--- config.mk ---
export PLATFORM = sky130hd
export DESIGN_NAME = hub75_scan_driver
export DESIGN_NICKNAME = d
export VERILOG_FILES = /design/src/rtl/hub75_scan_driver.sv
export SDC_FILE = /design/constraint.sdc
export NUM_CORES = 1
export LEC_CHECK = 0
export ABC_AREA = 1
export BUFFER_PORTS_ARGS = -buffer_cell sky130_fd_sc_hd__buf_2
export CORE_UTILIZATION = 50
export DETAILED_ROUTE_END_ITERATION = 10
export MAX_ROUTING_LAYER = met4
export PLACE_DENSITY_LB_ADDON = 0.25
export SYNTH_ARGS = -nofsm -noshare
export SYNTH_HDL_FRONTEND = slang
export SYNTH_SLANG_ARGS = --single-unit
--- constraint.sdc ---
create_clock -name clk -period 2.61 [get_ports clk]
set_input_delay 0.1305 -clock clk [delete_from_list [all_inputs] [get_ports clk]]
set_output_delay 0.1305 -clock clk [all_outputs]
set_load 0.02 [all_outputs]
--- src/rtl/hub75_scan_driver.sv ---
// -----------------------------------------------------------------------------
// hub75_scan_driver
//
// Sequential scan controller for a 64x64 HUB75 panel built as two 32-line
// halves. For every scan line it walks the column address across a
// combinational pattern source, captures the six pixel bits and shifts them
// into the panel. It then blanks the panel, latches the shifted line and
// lights it for a fixed on-time.
//
// Every output is registered. Each output value describes the cycle in which
// it is visible.
//
// Ports
//   clk, rst                 system clock, synchronous active-high reset
//   enable                   run scanning; looked at only in IDLE and when a
//                            line's display time ends
//   line[4:0], column[5:0]   address presented to the pattern source
//   r1,g1,b1,r2,g2,b2        pixel bits from the source (upper/lower half)
//   hub_clk, hub_lat         panel shift clock and latch
//   hub_oe_n                 panel output enable, active low
//   hub_addr[4:0]            panel row address
//   hub_r1 .. hub_b2         registered panel data
//   frame_start              one-cycle pulse on the first shift cycle of line 0
// -----------------------------------------------------------------------------
module hub75_scan_driver #(
    parameter int COLS         = 64,
    parameter int LINES        = 32,
    parameter int CLK_DIV      = 1,
    parameter int BLANK_CYCLES = 2,
    parameter int ON_CYCLES    = 4
) (
    input  logic       clk,
    input  logic       rst,
    input  logic       enable,
    output logic [4:0] line,
    output logic [5:0] column,
    input  logic       r1,
    input  logic       g1,
    input  logic       b1,
    input  logic       r2,
    input  logic       g2,
    input  logic       b2,
    output logic       hub_clk,
    output logic       hub_lat,
    output logic       hub_oe_n,
    output logic [4:0] hub_addr,
    output logic       hub_r1,
    output logic       hub_g1,
    output logic       hub_b1,
    output logic       hub_r2,
    output logic       hub_g2,
    output logic       hub_b2,
    output logic       frame_start
);

    // One shared down-phase counter serves the clock divider, blank time and
    // on time, so it is sized for the largest of the three.
    localparam int MAX_A = (CLK_DIV > BLANK_CYCLES) ? CLK_DIV : BLANK_CYCLES;
    localparam int MAX_P = (MAX_A > ON_CYCLES) ? MAX_A : ON_CYCLES;
    localparam int CNT_W = (MAX_P < 2) ? 1 : $clog2(MAX_P);

    localparam logic [CNT_W-1:0] DIV_LAST   = CNT_W'(CLK_DIV - 1);
    localparam logic [CNT_W-1:0] BLANK_LAST = CNT_W'(BLANK_CYCLES - 1);
    localparam logic [CNT_W-1:0] ON_LAST    = CNT_W'(ON_CYCLES - 1);
    localparam logic [CNT_W-1:0] CNT_ONE    = CNT_W'(1);
    localparam logic [5:0]       COL_LAST   = 6'(COLS - 1);
    localparam logic [4:0]       LINE_LAST  = 5'(LINES - 1);

    typedef enum logic [2:0] {
        IDLE    = 3'd0,
        SHIFT   = 3'd1,
        BLANK   = 3'd2,
        LATCH   = 3'd3,
        DISPLAY = 3'd4
    } state_t;

    state_t           state_r;
    logic [CNT_W-1:0] cnt_r;
    logic             phase_r;     // 0: low half of the column slot, 1: high half
    logic [4:0]       line_next_s;

    // Line address after the current one, wrapping at the last line.
    always_comb begin
        line_next_s = 5'd0;
        if (line == LINE_LAST) begin
            line_next_s = 5'd0;
        end else begin
            line_next_s = line + 5'd1;
        end
    end

    // Scan state machine; all panel and source-address outputs are updated here.
    always_ff @(posedge clk) begin
        if (rst) begin
            state_r     <= IDLE;
            cnt_r       <= '0;
            phase_r     <= 1'b0;
            line        <= 5'd0;
            column      <= 6'd0;
            hub_clk     <= 1'b0;
            hub_lat     <= 1'b0;
            hub_oe_n    <= 1'b1;
            hub_addr    <= 5'd0;
            {hub_r1, hub_g1, hub_b1, hub_r2, hub_g2, hub_b2} <= 6'd0;
            frame_start <= 1'b0;
        end else begin
            frame_start <= 1'b0;
            case (state_r)
                IDLE: begin
                    hub_clk  <= 1'b0;
                    hub_lat  <= 1'b0;
                    hub_oe_n <= 1'b1;
                    column   <= 6'd0;
                    cnt_r    <= '0;
                    phase_r  <= 1'b0;
                    {hub_r1, hub_g1, hub_b1, hub_r2, hub_g2, hub_b2} <= 6'd0;
                    if (enable) begin
                        state_r     <= SHIFT;
                        frame_start <= (line == 5'd0);
                    end else begin
                        state_r <= IDLE;
                    end
                end

                SHIFT: begin
                    hub_oe_n <= 1'b1;
                    hub_lat  <= 1'b0;
                    if (!phase_r) begin
                        // column has been stable since the slot began, so the
                        // source output is settled on the first low cycle.
                        if (cnt_r == '0) begin
                            {hub_r1, hub_g1, hub_b1, hub_r2, hub_g2, hub_b2} <= {r1, g1, b1, r2, g2, b2};
                        end
                        if (cnt_r == DIV_LAST) begin
                            phase_r <= 1'b1;
                            cnt_r   <= '0;
                            hub_clk <= 1'b1;
                        end else begin
                            cnt_r <= cnt_r + CNT_ONE;
                        end
                    end else begin
                        if (cnt_r == DIV_LAST) begin
                            phase_r <= 1'b0;
                            cnt_r   <= '0;
                            hub_clk <= 1'b0;
                            if (column == COL_LAST) begin
                                column   <= 6'd0;
                                state_r  <= BLANK;
                                // Row address moves only while the panel is dark.
                                hub_addr <= line;
                            end else begin
                                column <= column + 6'd1;
                            end
                        end else begin
                            cnt_r <= cnt_r + CNT_ONE;
                        end
                    end
                end

                BLANK: begin
                    if (cnt_r == BLANK_LAST) begin
                        cnt_r   <= '0;
                        state_r <= LATCH;
                        hub_lat <= 1'b1;
                    end else begin
                        cnt_r <= cnt_r + CNT_ONE;
                    end
                end

                LATCH: begin
                    hub_lat  <= 1'b0;
                    hub_oe_n <= 1'b0;
                    cnt_r    <= '0;
                    state_r  <= DISPLAY;
                end

                DISPLAY: begin
                    if (cnt_r == ON_LAST) begin
                        cnt_r    <= '0;
                        hub_oe_n <= 1'b1;
                        line     <= line_next_s;
                        if (enable) begin
                            state_r     <= SHIFT;
                            frame_start <= (line_next_s == 5'd0);
                        end else begin
                            state_r <= IDLE;
                            {hub_r1, hub_g1, hub_b1, hub_r2, hub_g2, hub_b2} <= 6'd0;
                        end
                    end else begin
                        cnt_r <= cnt_r + CNT_ONE;
                    end
                end

                default: begin
                    state_r  <= IDLE;
                    hub_clk  <= 1'b0;
                    hub_lat  <= 1'b0;
                    hub_oe_n <= 1'b1;
                end
            endcase
        end
    end

endmodule

==> flow_summary_export.csv, run 1 <==
group,metric,value,unit
run_status,status,"finished, final reports clean",
global_routing,grt_usage,21.3,%
routing,ant_nets,0,
synthesis,synthCells,251,
setup_path,crit_path_top_delay_cell,"dfxtp_1",
routing,drc_errors,0,
setup_path,r2r-end,"frame_start",
clocking,cts_setup_buffers,0,
power_and_ir_drop,power,1.91,mW
setup_path,path_buf_inv,0,
floorplanning,core,3360,um^2
power_and_ir_drop,p_leak,1.00,nW
clocking,cts_buffers,5,
setup_path,startpoint,"line[0]",
setup_path,critPathLaunchType,"flop",
floorplanning,die_w,61.4,um
sta,worst_clock_skew,0.00736,ns
floorplanning,rows,21,
sta,period_share,61.6,%
setup_path,arrival,1.88,ns
setup_path,path_cells,"ha_1, nand2_1, nor2_1, ha_1, nor2_1, nand2_1, nor3_1, nand2_1, a21oi_1",
clocking,clkSlewWorstSetupHoldPaths,0.10,ns
sta,fmaxAchievable,622,MHz
setup_path,r2r_start,"line[0]",
layout,fin_util,60.1,%
synthesis,synth_cell_types,29,
worst_hold_path,hold_path.startpoint,"rst",
power_and_ir_drop,p_comb_share,48.8,%
layout,drive_above_1_share,22.6,%
layout,syn_to_final_growth,14.5,%
synthesis,synth_seq_cells,32,
place,place.gp.congestion,0.862,
sta,slew_viol_final,0,
sta,min_period,1.61,ns
job,maxCapViolations,0,
global_routing,grt_pass1_vias,1317,
routing,wirelength,3480,um
synthesis,syn_area,1770,um^2
clocking,h-tree-depth,2,
clocking,ctsHoldBuffers,0,
synthesis,syn_nets,271,
floorplanning,initial_utilization,52.5,%
floorplanning,io_pins,35,
clocking,cts_resized,0,
setup_path,required,2.88,ns
floorplanning,dieHeight,61.4,um
synthesis,yosys_warnings,0,
power_and_ir_drop,peakVddDrop,0.000664,V
routing,drtIter0Drc,158,
clocking,clock_latency,0.33,ns
clocking,cts_tree,"yes",
routing,routed-via-count,1665,
global_routing,grt_remaining_overflow,0,
setup_path,r2r_cells,9,
sta,fin_setup_tns,0,ns
sta,rsz0062_at_grt,"no",
sta,slew_headroom,52.9,%
setup_path,cpPeakStageDelay,0.44,ns
setup_path,timing_worst_setup_path_type,"reg -> reg",
routing,dr.pass1.iters,4,
sta,finalHoldViolations,0,
sta,final-setup-viol-count,0,
power_and_ir_drop,p_switching,0.873,mW
clocking,clockBufferDepth,2,
power_and_ir_drop,pwr-share-clk,15.7,%
setup_path,critPathTopFamily,"simple AND/OR/NAND/NOR gates",
setup_path,end_kind,"flop",
clocking,root_buffer,"clkbuf_4",
power_and_ir_drop,p_int,1.03,mW
worst_hold_path,hold_class,"in -> reg",
global_routing,grt_max_degree,25,
synthesis,yosysSeqAreaShare,36.3,%
power_and_ir_drop,pwr-share-seq,35.5,%
routing,routedWlPerCell,10.4,um
place,dp_hpwl,2580,um
floorplanning,dieArea,3770,um^2
setup_path,cp.depth,9,
setup_path,rrSetupSlack,1.00,ns
power_and_ir_drop,power.density,942,nW/um^2
place,io_buffer_count,34,
global_routing,grt_pass1_wl,5760,um
power_and_ir_drop,switching_share,45.8,%
synthesis,syn_area_per_cell,7.03,um^2
routing,routed_via_density,4.99,
setup_path,cp_common_cell,"nand2_1",
sta,worst_pin_slew,0.706,ns
layout,diodes,0,
setup_path,crit_fanout,7,
setup_path,crit_path_end,"frame_start",
clocking,cts.sinks,32,
layout,nNetsFinal,307,
global_routing,antenna_found_initial,0,
-- power by group through the flow --
stage	sequential, mW	combinational [mW]	clock [mW]
after floorplan	0.761	0.685	0
after global placement	0.687	0.923	0
after detailed placement	0.688	0.934	0
after CTS	0.676	0.940	0.311
after global routing	0.696	1.07	0.337
final	0.676	0.930	0.298
-- per-layer routing --
metal  GRT usage (%)  part of all wire [%]
met1            28.1                    49
met2            31.7                    45
met3            4.41                   4.6
met4            8.57                   1.4
met5               -                     0
-- per-stage QoR --
| step | instances | setup slack [ns] | cell area, um^2 | hold WS, ns |
|---|---|---|---|---|
| after CTS | 334 | 0.989 | 2020 | 0.0616 |
| final | 334 | 1.00 | 2020 | 0.0744 |
| after global routing | 334 | 0.779 | 2020 | 0.0649 |
| after detailed placement | 326 | 1.00 | 1960 | 0.431 |
| after global placement | 326 | 1.06 | 1960 | 0.426 |
| after floorplan | 251 | 0.955 | 1770 | 0.303 |
-- layout make-up --
class                      count  area, um^2
clock buffer                   6        51.3
clock inverter                 2        10.0
fill                         350        1340
inverter                      29         109
multi-input combinational    185         983
sequential                    32         641
tap                           46        57.6
timing repair buffer          34         170
-- cell usage in the layout (no fill, tap or decap), drive strengths merged --
cell,Yosys,routed
nand2,64,64
nor2,46,46
buf,3,34
dfxtp,32,32
inv,27,27
a21oi,19,19
o21ai,18,18
nand3,14,14
ha,11,11
nand4,8,8
clkbuf,2,6
clkinv,2,4
nor3,2,2
nand3b,1,1
a31oi,1,1
o211ai,1,1
-- logic make-up after synthesis --
group,synth area share [%]
DFF,36.3
adders and majority gates,7.80
and+or+nand+nor,35.2
AOI/OAI and AO/OA,12.8
buffers and inverters,8.01
-- sequential cells by signal (all words and copies together), names as in the netlist --
signal	cells
hub_r1	1
state_r	3
hub_r2	1
phase_r	1
hub_b2	1
hub_clk	1
cnt_r	2
hub_oe_n	1
hub_addr	5
hub_lat	1
frame_start	1
hub_g2	1
column	6
hub_b1	1
hub_g1	1
line	5
-- worst min path at each step --
| stage | endpoint | slack (ns) | depth (start not counted) |
|---|---|---|---|
| finish | frame_start | 0.07 | 2 |
| global route | line[4] | 0.06 | 2 |
| CTS | frame_start | 0.06 | 2 |
| detailed placement | line[4] | 0.43 | 2 |
| global placement | phase_r | 0.43 | 2 |
| floorplan | frame_start | 0.30 | 2 |
-- synthesized netlist by cell type --
master	n	area [um^2]
nand2_1	59	221
nor2_1	42	158
dfxtp_1	32	641
inv_1	21	78.8
a21oi_1	17	85.1
ha_1	11	138
nand3_1	11	55.1
o21ai_0	9	45.0
nand4_1	8	50.1
inv_2	6	22.5
o21ai_1	6	30.0
nand2_2	4	25.0
nor2_4	4	45.0
a21oi_2	2	17.5
clkinv_1	2	7.51
nand3_2	2	20.0
nor3_1	2	10.0
o21ai_2	2	17.5
a31oi_1	1	6.26
buf_2	1	5.00
buf_4	1	7.51
buf_6	1	11.3
clkbuf_1	1	3.75
clkbuf_2	1	5.00
nand2_4	1	11.3
nand3_4	1	17.5
nand3b_1	1	7.51
o211ai_1	1	7.51
o21ai_4	1	16.3
-- worst reg2reg max path: cells and delay by family, from the launching register on --
family          cells  cell delay, ns
simple gates        6            0.56
flops               1            0.44
fa+ha+maj           2            0.44
compound gates      1            0.11
Note: power is estimated with default switching activity, not from simulation.
==> run 2, diff against run 1 <==
ABC_AREA = 0   (was 1)
clock period = 1.6 ns   (was 2.61 ns; I/O delays follow)
==> flow_summary_export.csv, run 2 <==
group,metric,value,unit
routing,ant_nets,0,
routing,drtIter0Drc,106,
floorplanning,rows,21,
sta,rsz0062_at_grt,"yes",
layout,top_regs,"column: 6 flops, hub_addr: 5 flops, line: 5 flops",
synthesis,synthTopCellsByArea,"dfxtp_1, ha_1, a21oi_1",
layout,fin_cells,323,
floorplanning,core,3360,um^2
setup_path,arrival,2.06,ns
layout,final_common_cell,"buf_4",
sta,fin_setup_tns,-1.21,ns
synthesis,syn_area,1770,um^2
layout,regMostFlops,"column",
power_and_ir_drop,p_leak,1.07,nW
setup_path,crit_fanout,6,
layout,nNetsFinal,296,
run_status,violations,"setup timing",
place,io_buffer_count,34,
synthesis,synth_edf_count,0,
routing,routed_via_density,5.44,
floorplanning,dieHeight,61.5,um
place,dp.cells,305,
layout,diodes,0,
global_routing,grt_usage,25.5,%
layout,drive_above_1_share,42.6,%
clocking,root_buffer,"clkbuf_4",
sta,slew_headroom,55.3,%
floorplanning,dieArea,3780,um^2
synthesis,syn_nets,226,
sta,worst_pin_slew,0.670,ns
worst_hold_path,hold_class,"in -> reg",
clocking,clockBufferDepth,2,
clocking,cts_buffers,5,
layout,regArea,656,um^2
place,dp_hpwl,2910,um
synthesis,synth_cell_types,43,
setup_path,timing_worst_setup_path_type,"reg -> reg",
synthesis,syn_area_per_cell,8.58,um^2
layout,n_fill_cell,270,
clocking,clock_latency,0.34,ns
sta,period_share,111,%
place,place.gp.congestion,0.785,
sta,timing.final.ws_setup,-0.182,ns
layout,syn_to_final_growth,42.3,%
floorplanning,die_w,61.5,um
floorplanning,io_pins,35,
global_routing,grt_pass1_wl,6770,um
layout,largest_reg_flops,6,
synthesis,synthArstFlopShare,0,%
floorplanning,initial_utilization,52.6,%
run_status,status,"complete, but fails checks",
synthesis,synth_top_area_share,36.2,%
global_routing,grt_max_degree,34,
synthesis,synth_seq_cells,32,
synthesis,yosys_warnings,0,
setup_path,critPathLaunchType,"flop",
clocking,cts_tree,"yes",
synthesis,synth_common_cells,"dfxtp_1, a21oi_1, nand3_1",
sta,slew_viol_final,0,
routing,wirelength,4510,um
sta,final-setup-viol-count,8,
power_and_ir_drop,power.density,623,nW/um^2
synthesis,yosysTopAreaCell,"dfxtp_1",
routing,drc_errors,0,
synthesis,synthCells,206,
global_routing,grt_pass1_vias,1541,
synthesis,yosysSeqAreaShare,36.2,%
layout,layout_common_cells,"buf_4, buf_2, dfxtp_1",
routing,dr.pass1.iters,4,
sta,finalHoldViolations,0,
setup_path,required,1.88,ns
global_routing,antenna_found_initial,0,
global_routing,grt_remaining_overflow,0,
clocking,clkSlewWorstSetupHoldPaths,0.11,ns
routing,routedWlPerCell,14.0,um
layout,multi_input_area,1190,um^2
sta,fmaxAchievable,561,MHz
synthesis,yosysMostFrequentCell,"dfxtp_1",
synthesis,ys.flop_type,"dfxtp_1",
power_and_ir_drop,peakVddDrop,0.000474,V
job,maxCapViolations,0,
routing,routed-via-count,1758,
clocking,cts.sinks,32,
sta,min_period,1.78,ns
clocking,h-tree-depth,2,
sta,worst_clock_skew,0.00783,ns
setup_path,end_kind,"flop",
[run 2: cell count changes after synthesis, moves of 5 or more]
| cell | previous run | this run |
|---|---|---|
| nor2_1 | 42 | 12 |
| inv_1 | 21 | 7 |
| nand4_1 | 8 | 2 |
| nand2_1 | 59 | 13 |
| mux2i_1 | 0 | 6 |
| o21ai_1 | 6 | 0 |
| buf_2 | 1 | 6 |
| a21oi_1 | 17 | 22 |
| nand2b_1 | 0 | 11 |
| inv_2 | 6 | 0 |
| nor2b_1 | 0 | 6 |
[run 2: kinds of logic (layout without fill, tap and decap cells)]
group                    count (synthesis)  in the layout  synth area share, %
flip-flops                              32             32                 36.2
adder cells (fa/ha/maj)                 11             11                 7.78
AO/OA/AOI/OAI                           51             51                 18.7
AND/OR/NAND/NOR                         82             82                 27.1
XOR/XNOR                                 3              3                 1.49
buffers and inverters                   21             92                 5.31
multiplexers                             6              6                 3.40
[run 2: final cells by class]
| type | count | share of cell area, % |
|---|---|---|
| clock buffer | 6 | 2.04 |
| clock inverter | 2 | 0.547 |
| multi-input combinational | 153 | 47.5 |
| tap | 46 | 2.29 |
| timing repair buffer | 77 | 20.4 |
| inverter | 7 | 1.14 |
| sequential | 32 | 26.1 |
[run 2: power breakdown]
group / leakage (nW) / total (mW) / internal, mW / switching (mW)
Sequential: 0.264 / 0.820 / 0.809 / 0.0110
Combinational: 0.767 / 0.236 / 0.116 / 0.121
Clock: 0.0348 / 0.511 / 0.215 / 0.297
Total: 1.07 / 1.57 / 1.14 / 0.428
[run 2: critical path, cell delays in order (launching register included)]
cell      delay, ns
dfxtp_2        0.35
inv_2          0.07
ha_4           0.13
or3b_4         0.40
a221oi_4       0.36
buf_6          0.17
nand3_1        0.10
a21oi_2        0.14
[run 2: final timing paths]
path,cells after the start,slack [ns],from,endpoint
worst max register to register,7,-0.18,cnt_r[1],hub_g1
worst min register to register,2,0.47,hub_b1,hub_b1
worst max-delay path,7,-0.18,cnt_r[1],hub_g1
worst min-delay path,3,0.005,r1,hub_r1
[run 2: routing by layer]
metal | track usage (%) | vias up | share of wire [%]
met3 | 6.51 | 6 | 3.8
met4 | 6.67 | 0 | 1.2
met1 | 30.1 | 834 | 45
li1 | - | 877 | -
met5 | - | - | 0
met2 | 43.0 | 41 | 50
[run 2: stage by stage]
| step | hold WS, ns | instance area (um^2) | setup WS [ns] | utilization (%) | total power [mW] |
|---|---|---|---|---|---|
| global route | 0.0143 | 2510 | -0.248 | 74.8 | 1.63 |
| detailed placement | 0.346 | 2260 | -0.105 | 67.1 | 1.03 |
| floorplan | 0.223 | 1850 | -0.0851 | - | 0.961 |
| finish | 0.00454 | 2510 | -0.182 | 74.8 | 1.57 |
| CTS | 0.00564 | 2420 | -0.141 | 72.0 | 1.55 |
| global placement | 0.339 | 2260 | -0.0493 | 67.1 | 1.03 |
[run 2: timing repair]
item | in CTS | in global routing
hold buffers | 5 | 0
hold endpoints to repair | 5 | 0
cloned | 1 | 0
endpoints found under the setup margin | 15 | 17
pin swaps | 0 | 5
resized for setup | 9 | 13
setup buffers | 2 | 2
==> run 3, diff against run 2 <==
clock period = 1.8 ns   (was 1.6 ns; I/O delays follow)
==> flow_summary_export.csv, run 3 (synthesis gave the netlist of run 2 again) <==
group,metric,value,unit
floorplanning,die_w,61.5,um
layout,n_fill_cell,293,
clocking,clockBufferDepth,2,
run_status,status,"finished, final reports clean",
setup_path,rrSetupSlack,0.05,ns
setup_path,timing_worst_setup_path_type,"reg -> reg",
setup_path,r2r_start,"cnt_r[1]",
sta,fmaxAchievable,572,MHz
setup_path,required,2.07,ns
routing,ant_nets,0,
clocking,clkSlewWorstSetupHoldPaths,0.11,ns
routing,wirelength,4050,um
setup_path,crit_fanout,6,
global_routing,grt_max_degree,24,
sta,timing.final.ws_setup,0.0521,ns
clocking,cts_buffers,5,
job,maxCapViolations,0,
clocking,root_buffer,"clkbuf_4",
power_and_ir_drop,power.density,632,nW/um^2
global_routing,busiest_layer,"met2",
sta,worst_clock_skew,0.00940,ns
routing,routedWlPerCell,13.2,um
setup_path,r2r_cells,7,
place,place.gp.congestion,0.785,
clocking,cts_setup_buffers,0,
layout,drive_above_1_share,33.3,%
worst_hold_path,hold_class,"in -> reg",
clocking,cts_tree,"yes",
floorplanning,io_pins,35,
floorplanning,rows,21,
routing,drtIter0Drc,49,
layout,largest_reg_flops,6,
clocking,cts.sinks,32,
layout,layout_common_cells,"buf_2, dfxtp_1, a21oi_1, buf_4, nand3_1",
floorplanning,core,3360,um^2
layout,fin_cells,307,
global_routing,grt_use_met3,3.99,%
routing,drc_errors,0,
sta,finalHoldViolations,0,
clocking,h-tree-depth,2,
layout,syn_to_final_growth,31.3,%
setup_path,crit_path_end,"hub_b2",
global_routing,antenna_found_initial,0,
layout,top_regs,"column: 6 flops, hub_addr: 5 flops, line: 5 flops",
setup_path,end_kind,"flop",
place,dp_hpwl,2720,um
setup_path,r2r-end,"hub_b2",
floorplanning,dieHeight,61.5,um
sta,final-setup-viol-count,0,
layout,diodes,0,
sta,slew_viol_final,0,
setup_path,arrival,2.02,ns
global_routing,use_met1,31.3,%
place,dpl_worst_slack,-0.0593,ns
setup_path,critPathLaunchType,"flop",
power_and_ir_drop,p_leak,0.943,nW
layout,multi_input_area,1110,um^2
place,io_buffer_count,34,
layout,regArea,653,um^2
layout,nNetsFinal,280,
layout,regMostFlops,"column",
floorplanning,initial_utilization,52.6,%
clocking,clock_latency,0.34,ns
power_and_ir_drop,peakVddDrop,0.000374,V
global_routing,grt_usage,24.9,%
sta,period_share,97.1,%
routing,routed-via-count,1682,
sta,min_period,1.75,ns
routing,dr.pass1.iters,6,
routing,routed_via_density,5.48,
global_routing,grt_pass1_wl,6670,um
global_routing,grt_remaining_overflow,0,
sta,worst_pin_slew,0.452,ns
global_routing,grt_pass1_vias,1536,
layout,final_common_cell,"buf_2",
floorplanning,dieArea,3780,um^2
sta,slew_headroom,69.9,%
sta,rsz0062_at_grt,"yes",
place,dp.cells,292,
setup_path,startpoint,"cnt_r[1]",
global_routing,gr-usage-met2,39.9,%
==> run 3: changes by cell type in the layout (fill, tap and decap cells not counted), moves of 2 or more <==
| cell | previous run | this run |
|---|---|---|
| dfxtp_2 | 6 | 4 |
| nand2b_1 | 7 | 11 |
| nand3_2 | 2 | 0 |
| buf_4 | 36 | 20 |
| inv_4 | 2 | 0 |
| nand2b_4 | 4 | 0 |
| dfxtp_1 | 24 | 26 |
| nand3_1 | 12 | 14 |
==> run 3: worst max-delay path: stages (launching register included) <==
cell,delay (ns)
dfxtp_2,0.35
inv_2,0.07
ha_4,0.14
or3b_4,0.38
a221oi_4,0.32
buf_4,0.19
nand3_1,0.07
a21oi_1,0.15
==> run 3: final cells by class <==
class	instances	area share, %
clock buffers	5	1.62
repair buffers	61	16.9
clock inverters	3	1.83
multi-input cells	153	47.9
flip-flops and latches	32	28.1
inverters	7	1.13
well taps	46	2.48
==> run 3: repair_timing <==
item                                    4_1_cts  5_1_grt
cloned                                        0        1
pin swaps                                     0        5
hold buffers                                  6        0
endpoints found under the setup margin        1        8
gates resized for setup                       2       17
endpoints found under the hold margin         6        0
==> run 3: routing by layer <==
metal / part of all wire [%] / vias up / wire, um
met4: 1.4 / 0 / 55
li1: - / 846 / -
met1: 47 / 800 / 1910
met2: 48 / 31 / 1940
met3: 3.6 / 5 / 145
met5: 0 / - / 0
==> run 3: where the power goes <==
group          leakage, nW  switching, mW  internal, mW  total, mW
Combinational        0.639         0.0919        0.0858      0.178
Clock               0.0412          0.272         0.289      0.561
Sequential           0.263        0.00905         0.719      0.728
Total                0.943          0.373          1.09       1.47
==> run 3: how the worst min path moves through the flow <==
| stage | from | end | slack, ns | cells past startpoint |
|---|---|---|---|---|
| after detailed placement | r2 | hub_r2 | 0.36 | 3 |
| after global placement | g2 | hub_g2 | 0.35 | 3 |
| after global routing | enable | frame_start | 0.06 | 3 |
| final | enable | frame_start | 0.07 | 3 |
| after CTS | enable | frame_start | 0.06 | 3 |
| after floorplan | b1 | hub_b1 | 0.24 | 2 |
==> run 3: metrics by stage <==
step,instance area [um^2],hold WS [ns],setup TNS (ns),util (%),power (mW)
4_1_cts,2260,0.0550,0,67.3,1.46
6_report,2320,0.0657,0,69.0,1.47
3_5_place_dp,2100,0.355,-0.0593,62.4,0.896
5_1_grt,2320,0.0600,-0.0734,69.0,1.54
3_3_place_gp,2100,0.352,0,62.4,0.894
2_1_floorplan,1790,0.242,0,-,0.844
